===== config.mk =====
export PLATFORM = sky130hd
export DESIGN_NAME = sort4_ctrl
export DESIGN_NICKNAME = d
export VERILOG_FILES = /design/src/rtl/sort4_ctrl_pkg.sv /design/src/rtl/sort4_ctrl_cmp.sv /design/src/rtl/sort4_ctrl.sv
export SDC_FILE = /design/constraint.sdc
export NUM_CORES = 1
export LEC_CHECK = 0
export CAP_MARGIN = 20
export CORE_ASPECT_RATIO = 1.4
export CORE_MARGIN = 2
export CORE_UTILIZATION = 39
export CTS_BUF_LIST = sky130_fd_sc_hd__clkbuf_4 sky130_fd_sc_hd__clkbuf_8
export DETAILED_ROUTE_END_ITERATION = 10
export PLACE_DENSITY = 0.55
export SLEW_MARGIN = 20
export SYNTH_ARGS = -nofsm -noshare
export SYNTH_HDL_FRONTEND = slang
export SYNTH_SLANG_ARGS = --single-unit

===== constraint.sdc =====
create_clock -name clk -period 4.6 [get_ports clk]
set_clock_uncertainty 0.15 [all_clocks]
set_input_delay 0.92 -clock clk [delete_from_list [all_inputs] [get_ports clk]]
set_output_delay 0.92 -clock clk [all_outputs]
set_load 0.01 [all_outputs]

===== src/rtl/sort4_ctrl_pkg.sv =====
// ============================================================================
// sort4_ctrl_pkg : shared types and sizes for the 4-entry bubble sorter
// Revision: 1.0
// ============================================================================
`default_nettype none

package sort4_ctrl_pkg;

  localparam int DEPTH    = 4;
  localparam int WIDTH    = 4;
  localparam int MAX_PASS = 3;

  typedef enum logic [1:0] {
    IDLE = 2'd0,
    SORT = 2'd1,
    DONE = 2'd2
  } state_e;

endpackage

`default_nettype wire


===== src/rtl/sort4_ctrl_cmp.sv =====
// ============================================================================
// sort4_ctrl_cmp : unsigned magnitude comparator for one entry pair
// Revision: 1.0
// ============================================================================
`default_nettype none

module sort4_ctrl_cmp
  import sort4_ctrl_pkg::*;
(
  input  logic [WIDTH-1:0] DinA,
  input  logic [WIDTH-1:0] DinB,
  output logic             less,
  output logic             equal,
  output logic             greater
);

  assign less    = (DinA <  DinB);
  assign equal   = (DinA == DinB);
  assign greater = (DinA >  DinB);

endmodule

`default_nettype wire


===== src/rtl/sort4_ctrl.sv =====
// ============================================================================
// sort4_ctrl : load four 4-bit values, bubble-sort them ascending in place
// Revision: 1.0
// ============================================================================
`default_nettype none

module sort4_ctrl
  import sort4_ctrl_pkg::*;
(
  input  logic             clk,
  input  logic             rst,
  input  logic             load_valid,
  output logic             load_ready,
  input  logic [WIDTH-1:0] Din,
  input  logic             start,
  input  logic             clear,
  input  logic [1:0]       rd_idx,
  output logic [WIDTH-1:0] Dout,
  output logic             busy,
  output logic             done,
  output logic [2:0]       swaps
);

  localparam logic [1:0] LAST_PASS = 2'(MAX_PASS - 1);

  state_e           state_q, state_d;
  logic [WIDTH-1:0] entries_q [DEPTH];
  logic [WIDTH-1:0] entries_d [DEPTH];
  logic [1:0]       wr_ptr_q, wr_ptr_d;
  logic             full_q, full_d;
  logic [1:0]       pass_q, pass_d;
  logic [1:0]       j_q, j_d;
  logic [2:0]       swaps_q, swaps_d;
  logic             swapped_q, swapped_d;

  logic [1:0]       w_jn;
  logic             w_lt, w_eq, w_gt;
  logic             w_swap;

  assign w_jn = j_q + 2'd1;

  sort4_ctrl_cmp u_cmp (
    .DinA    (entries_q[j_q]),
    .DinB    (entries_q[w_jn]),
    .less    (w_lt),
    .equal   (w_eq),
    .greater (w_gt)
  );

  // Equal values never swap, which keeps the sort stable.
  assign w_swap = w_gt & ~(w_lt | w_eq);

  always_comb begin
    state_d   = state_q;
    entries_d = entries_q;
    wr_ptr_d  = wr_ptr_q;
    full_d    = full_q;
    pass_d    = pass_q;
    j_d       = j_q;
    swaps_d   = swaps_q;
    swapped_d = swapped_q;
    unique case (state_q)
      IDLE: begin
        if (clear) begin
          wr_ptr_d = 2'd0;
          full_d   = 1'b0;
        end else if (start && full_q) begin
          swaps_d   = 3'd0;
          pass_d    = 2'd0;
          j_d       = 2'd0;
          swapped_d = 1'b0;
          state_d   = SORT;
        end else if (load_valid && load_ready) begin
          entries_d[wr_ptr_q] = Din;
          wr_ptr_d            = wr_ptr_q + 2'd1;
          if (wr_ptr_q == 2'd3) full_d = 1'b1;
        end
      end
      SORT: begin
        if (w_swap) begin
          entries_d[j_q]  = entries_q[w_jn];
          entries_d[w_jn] = entries_q[j_q];
          swaps_d         = swaps_q + 3'd1;
        end
        if (j_q == 2'd2) begin
          j_d       = 2'd0;
          pass_d    = pass_q + 2'd1;
          swapped_d = 1'b0;
          // The final compare of the pass counts toward "this pass swapped".
          if (!(swapped_q || w_swap) || (pass_q == LAST_PASS)) state_d = DONE;
        end else begin
          j_d       = w_jn;
          swapped_d = swapped_q | w_swap;
        end
      end
      DONE: state_d = IDLE;
      default: state_d = IDLE;
    endcase
  end

  always_ff @(posedge clk or posedge rst) begin
    if (rst) begin
      state_q   <= IDLE;
      for (int i = 0; i < DEPTH; i++) entries_q[i] <= '0;
      wr_ptr_q  <= 2'd0;
      full_q    <= 1'b0;
      pass_q    <= 2'd0;
      j_q       <= 2'd0;
      swaps_q   <= 3'd0;
      swapped_q <= 1'b0;
    end else begin
      state_q   <= state_d;
      entries_q <= entries_d;
      wr_ptr_q  <= wr_ptr_d;
      full_q    <= full_d;
      pass_q    <= pass_d;
      j_q       <= j_d;
      swaps_q   <= swaps_d;
      swapped_q <= swapped_d;
    end
  end

  assign load_ready = (state_q == IDLE) && !full_q;
  assign busy       = (state_q == SORT);
  assign done       = (state_q == DONE);
  assign swaps      = swaps_q;
  assign Dout       = entries_q[rd_idx];

endmodule

`default_nettype wire


==> run_results.csv <==
group,metric,value,unit
floorplanning,die_area,6735,sq um
synthesis,post_synth_mux_area_share,0.2014,
clock_tree,postCtsResizedCells,0,
synthesis,synth_enable_flop_cells,0,
timing,post-route-min-period,3709,ps
timing,worst_hold_slack,348.4,ps
status,outcome,"completed",
clock_tree,cts.reportedPaths.clkPinSlew,70,ps
global_routing,gr_util_all_layers,0.2151,
timing,max-slew-margin-rel,0.4958,
synthesis,yosys.area_share.adder,0.08962,
timing,finalSetupTns,0,ps
place,numPlacedInstances,338,
clock_tree,cell_at_the_root_of_the_clock_tree,"clkbuf_8",
route,first_iter_violations,244,
place,gp_congestion,0.9527,
synthesis,postSynthCellCount,252,
place,placed_cell_area,2639,sq um
global_routing,grt_max_degree,30,
synthesis,synth_compound_area_frac,0.1534,
finish,final_layout_fill_cell_count,584,
synthesis,synth_async_sr_flop_share,1.000,
synthesis,synth_top_family_by_area,"simple AND/OR/NAND/NOR gates",
floorplanning,die_w,69.93,um
global_routing,antenna_found_initial,0,
worst_setup_path,cp-end-kind,"flip-flop",
clock_tree,number_of_buffers_inserted_by_post_cts_setup_repair,0,
power_and_ir_drop,static-leakage-power,1.222,nW
timing,grt_setup_unrepaired,"no",
synthesis,post_synth_num_cell_types,43,
clock_tree,clk-insertion-delay-late,290,ps
power_and_ir_drop,power_per_cell_area,754.2,nW/um^2
finish,leading_cell_types_in_the_layout_fill_and_taps_excluded,"nand3_1 (31), dfrtp_1 (29), nand2_1 (27), nor2_1 (27), mux2_2 (23)",
floorplanning,num_rows,33,
power_and_ir_drop,total_power,2.058,mW
worst_setup_path,worstPathRequired,4620,ps
global_routing,first_global_vias,2023,
timing,worst-slew-pin-transition,754.7,ps
synthesis,yosys_warnings,0,
route,via_per_inst,5.838,
finish,drive_above_1_share,0.1782,
finish,final_area,2729,sq um
finish,mostFrequentLayoutCell,"nand3_1",
timing,post-route-worst-setup-slack,890.6,ps
global_routing,grt_pass1_wl,10.94,mm
route,route.antenna.remaining_nets,0,
synthesis,post_synth_instance_area,2374,sq um
finish,final-instance-count-excl-fill,345,
synthesis,syn_area_per_cell,9.419,sq um
timing,report.final.slew_viol_count,0,
floorplanning,initial_utilization,0.4048,
synthesis,synth_seq_cells,29,
worst_setup_path,cp-start-kind,"flip-flop",
clock_tree,cts_sinks,29,
finish,insertedDiodeCount,0,
floorplanning,io_pins,21,
clock_tree,tritoncts.num_buffers,5,
synthesis,post_synth_xor_area_fraction,0,
synthesis,sequential_to_total_area_share_from_yosys_stat,0.3057,
synthesis,synth_nets,280,
synthesis,synthFlopType,"dfrtp_1",
finish,final_core_utilization,0.4654,
job,max_cap_violations,0,
power_and_ir_drop,irDropWorstVdd,0.4811,mV
floorplanning,design.core.area,5863,sq um
place,buffer_ports.inserted,20,
route,post_drt_wl_per_cell,19.31,um
place,dpl.hpwl,5.062,mm
worst_setup_path,worstPathMaxFanout,10,
finish,finalNetCount,303,
timing,report.final.hold_viol_count,0,
global_routing,grt-ovfl-total,0,
finish,synthesis_to_layout_area_growth,14.97,%
route,routed-via-count,2014,
floorplanning,die_h,96.31,um
timing,maxClockFrequency,269.6,MHz
clock_tree,cts_tree,"built",
synthesis,synthSimpleGateAreaFrac,0.2119,
clock_tree,holdBufCountCts,0,
place,place_ws,908.2,ps
route,route.final.wire_length,6.661,mm
worst_setup_path,timing_worst_setup_path_type,"flip-flop to flip-flop",
timing,setup_violations,0,
route,drt_pre_antenna_iters,4,
route,detail_route.drc_violations,0,
clock_tree,h-tree-depth,2,
worst_setup_path,crit_arrival,3730,ps
min_path,hold_path.class,"flip-flop to flip-flop",
timing,final.period_utilization,0.8064,
clock_tree,clock_path_buffers,2,
## cell families after synthesis
| family | after synthesis |
|---|---|
| buffers and inverters | 20 |
| adders and majority gates | 17 |
| AOI/OAI and AO/OA | 46 |
| DFF | 29 |
| muxes | 34 |
| and+or+nand+nor | 106 |
## routing by layer
layer | global-route usage | part of all wire | vias to the layer above
li1 | - | - | 961
met1 | 0.2484 | 0.40 | 955
met2 | 0.3683 | 0.50 | 71
met3 | 0.03770 | 0.042 | 27
met4 | 0.1394 | 0.061 | 0
met5 | 0 | 0 | -
## worst max-delay path: stages, from the launching register on
cell       delay, ps
dfrtp_1          520
inv_1            230
ha_1             450
mux4_2           600
inv_1             90
ha_1             140
nor2b_1          170
o2111ai_1        120
a21boi_2         230
a211oi_2         500
mux2_2           390
## path summary, 6_finish.rpt
check / startpoint / end / slack [ps] / depth (start not counted)
max: j_q[1] / entries_q[8] / 890 / 10
min: pass_q[1] / pass_q[1] / 350 / 2
max reg2reg: j_q[1] / entries_q[8] / 890 / 10
min reg2reg: pass_q[1] / pass_q[1] / 350 / 2
max in group asynchronous: rst / j_q[0] / 3150 / 3
min in group asynchronous: rst / wr_ptr_q[1] / 860 / 3
## synthesized netlist by cell type, types with 3 or more instances
library cell	instances	area, sq um
mux2_2	23	259.0
nand2_1	27	101.4
ha_1	17	212.7
nor2_1	27	101.4
nor3b_1	3	22.52
nand3_1	31	155.2
inv_1	14	52.55
buf_2	3	15.01
a211oi_2	4	50.05
o21ai_0	7	35.03
mux4_2	7	157.7
a22oi_1	15	112.6
dfrtp_1	29	725.7
a21oi_1	3	15.01
a22o_1	3	26.28
nand2b_1	6	37.54
## layout make-up
type / instances / area (sq um) / share of cell area
flip-flops and latches: 29 / 725.7 / 0.2659
repair buffers: 22 / 215.2 / 0.07886
well taps: 70 / 87.58 / 0.03210
inverters: 14 / 52.55 / 0.01926
multi-input cells: 203 / 1558 / 0.5708
clock buffers: 7 / 90.09 / 0.03301
## registers in the layout, indices dropped and copies added, names as in the netlist
name	count
entries_q	16
full_q	1
j_q	2
pass_q	2
state_q	2
swapped_q	1
swaps	3
wr_ptr_q	2
## report_power, final
group / switching (mW) / total [mW] / internal [mW]
combinational: 0.771 / 1.37 / 0.601
clock: 0.100 / 0.224 / 0.124
sequential: 0.112 / 0.462 / 0.350
(Power assumes the default switching activity.)
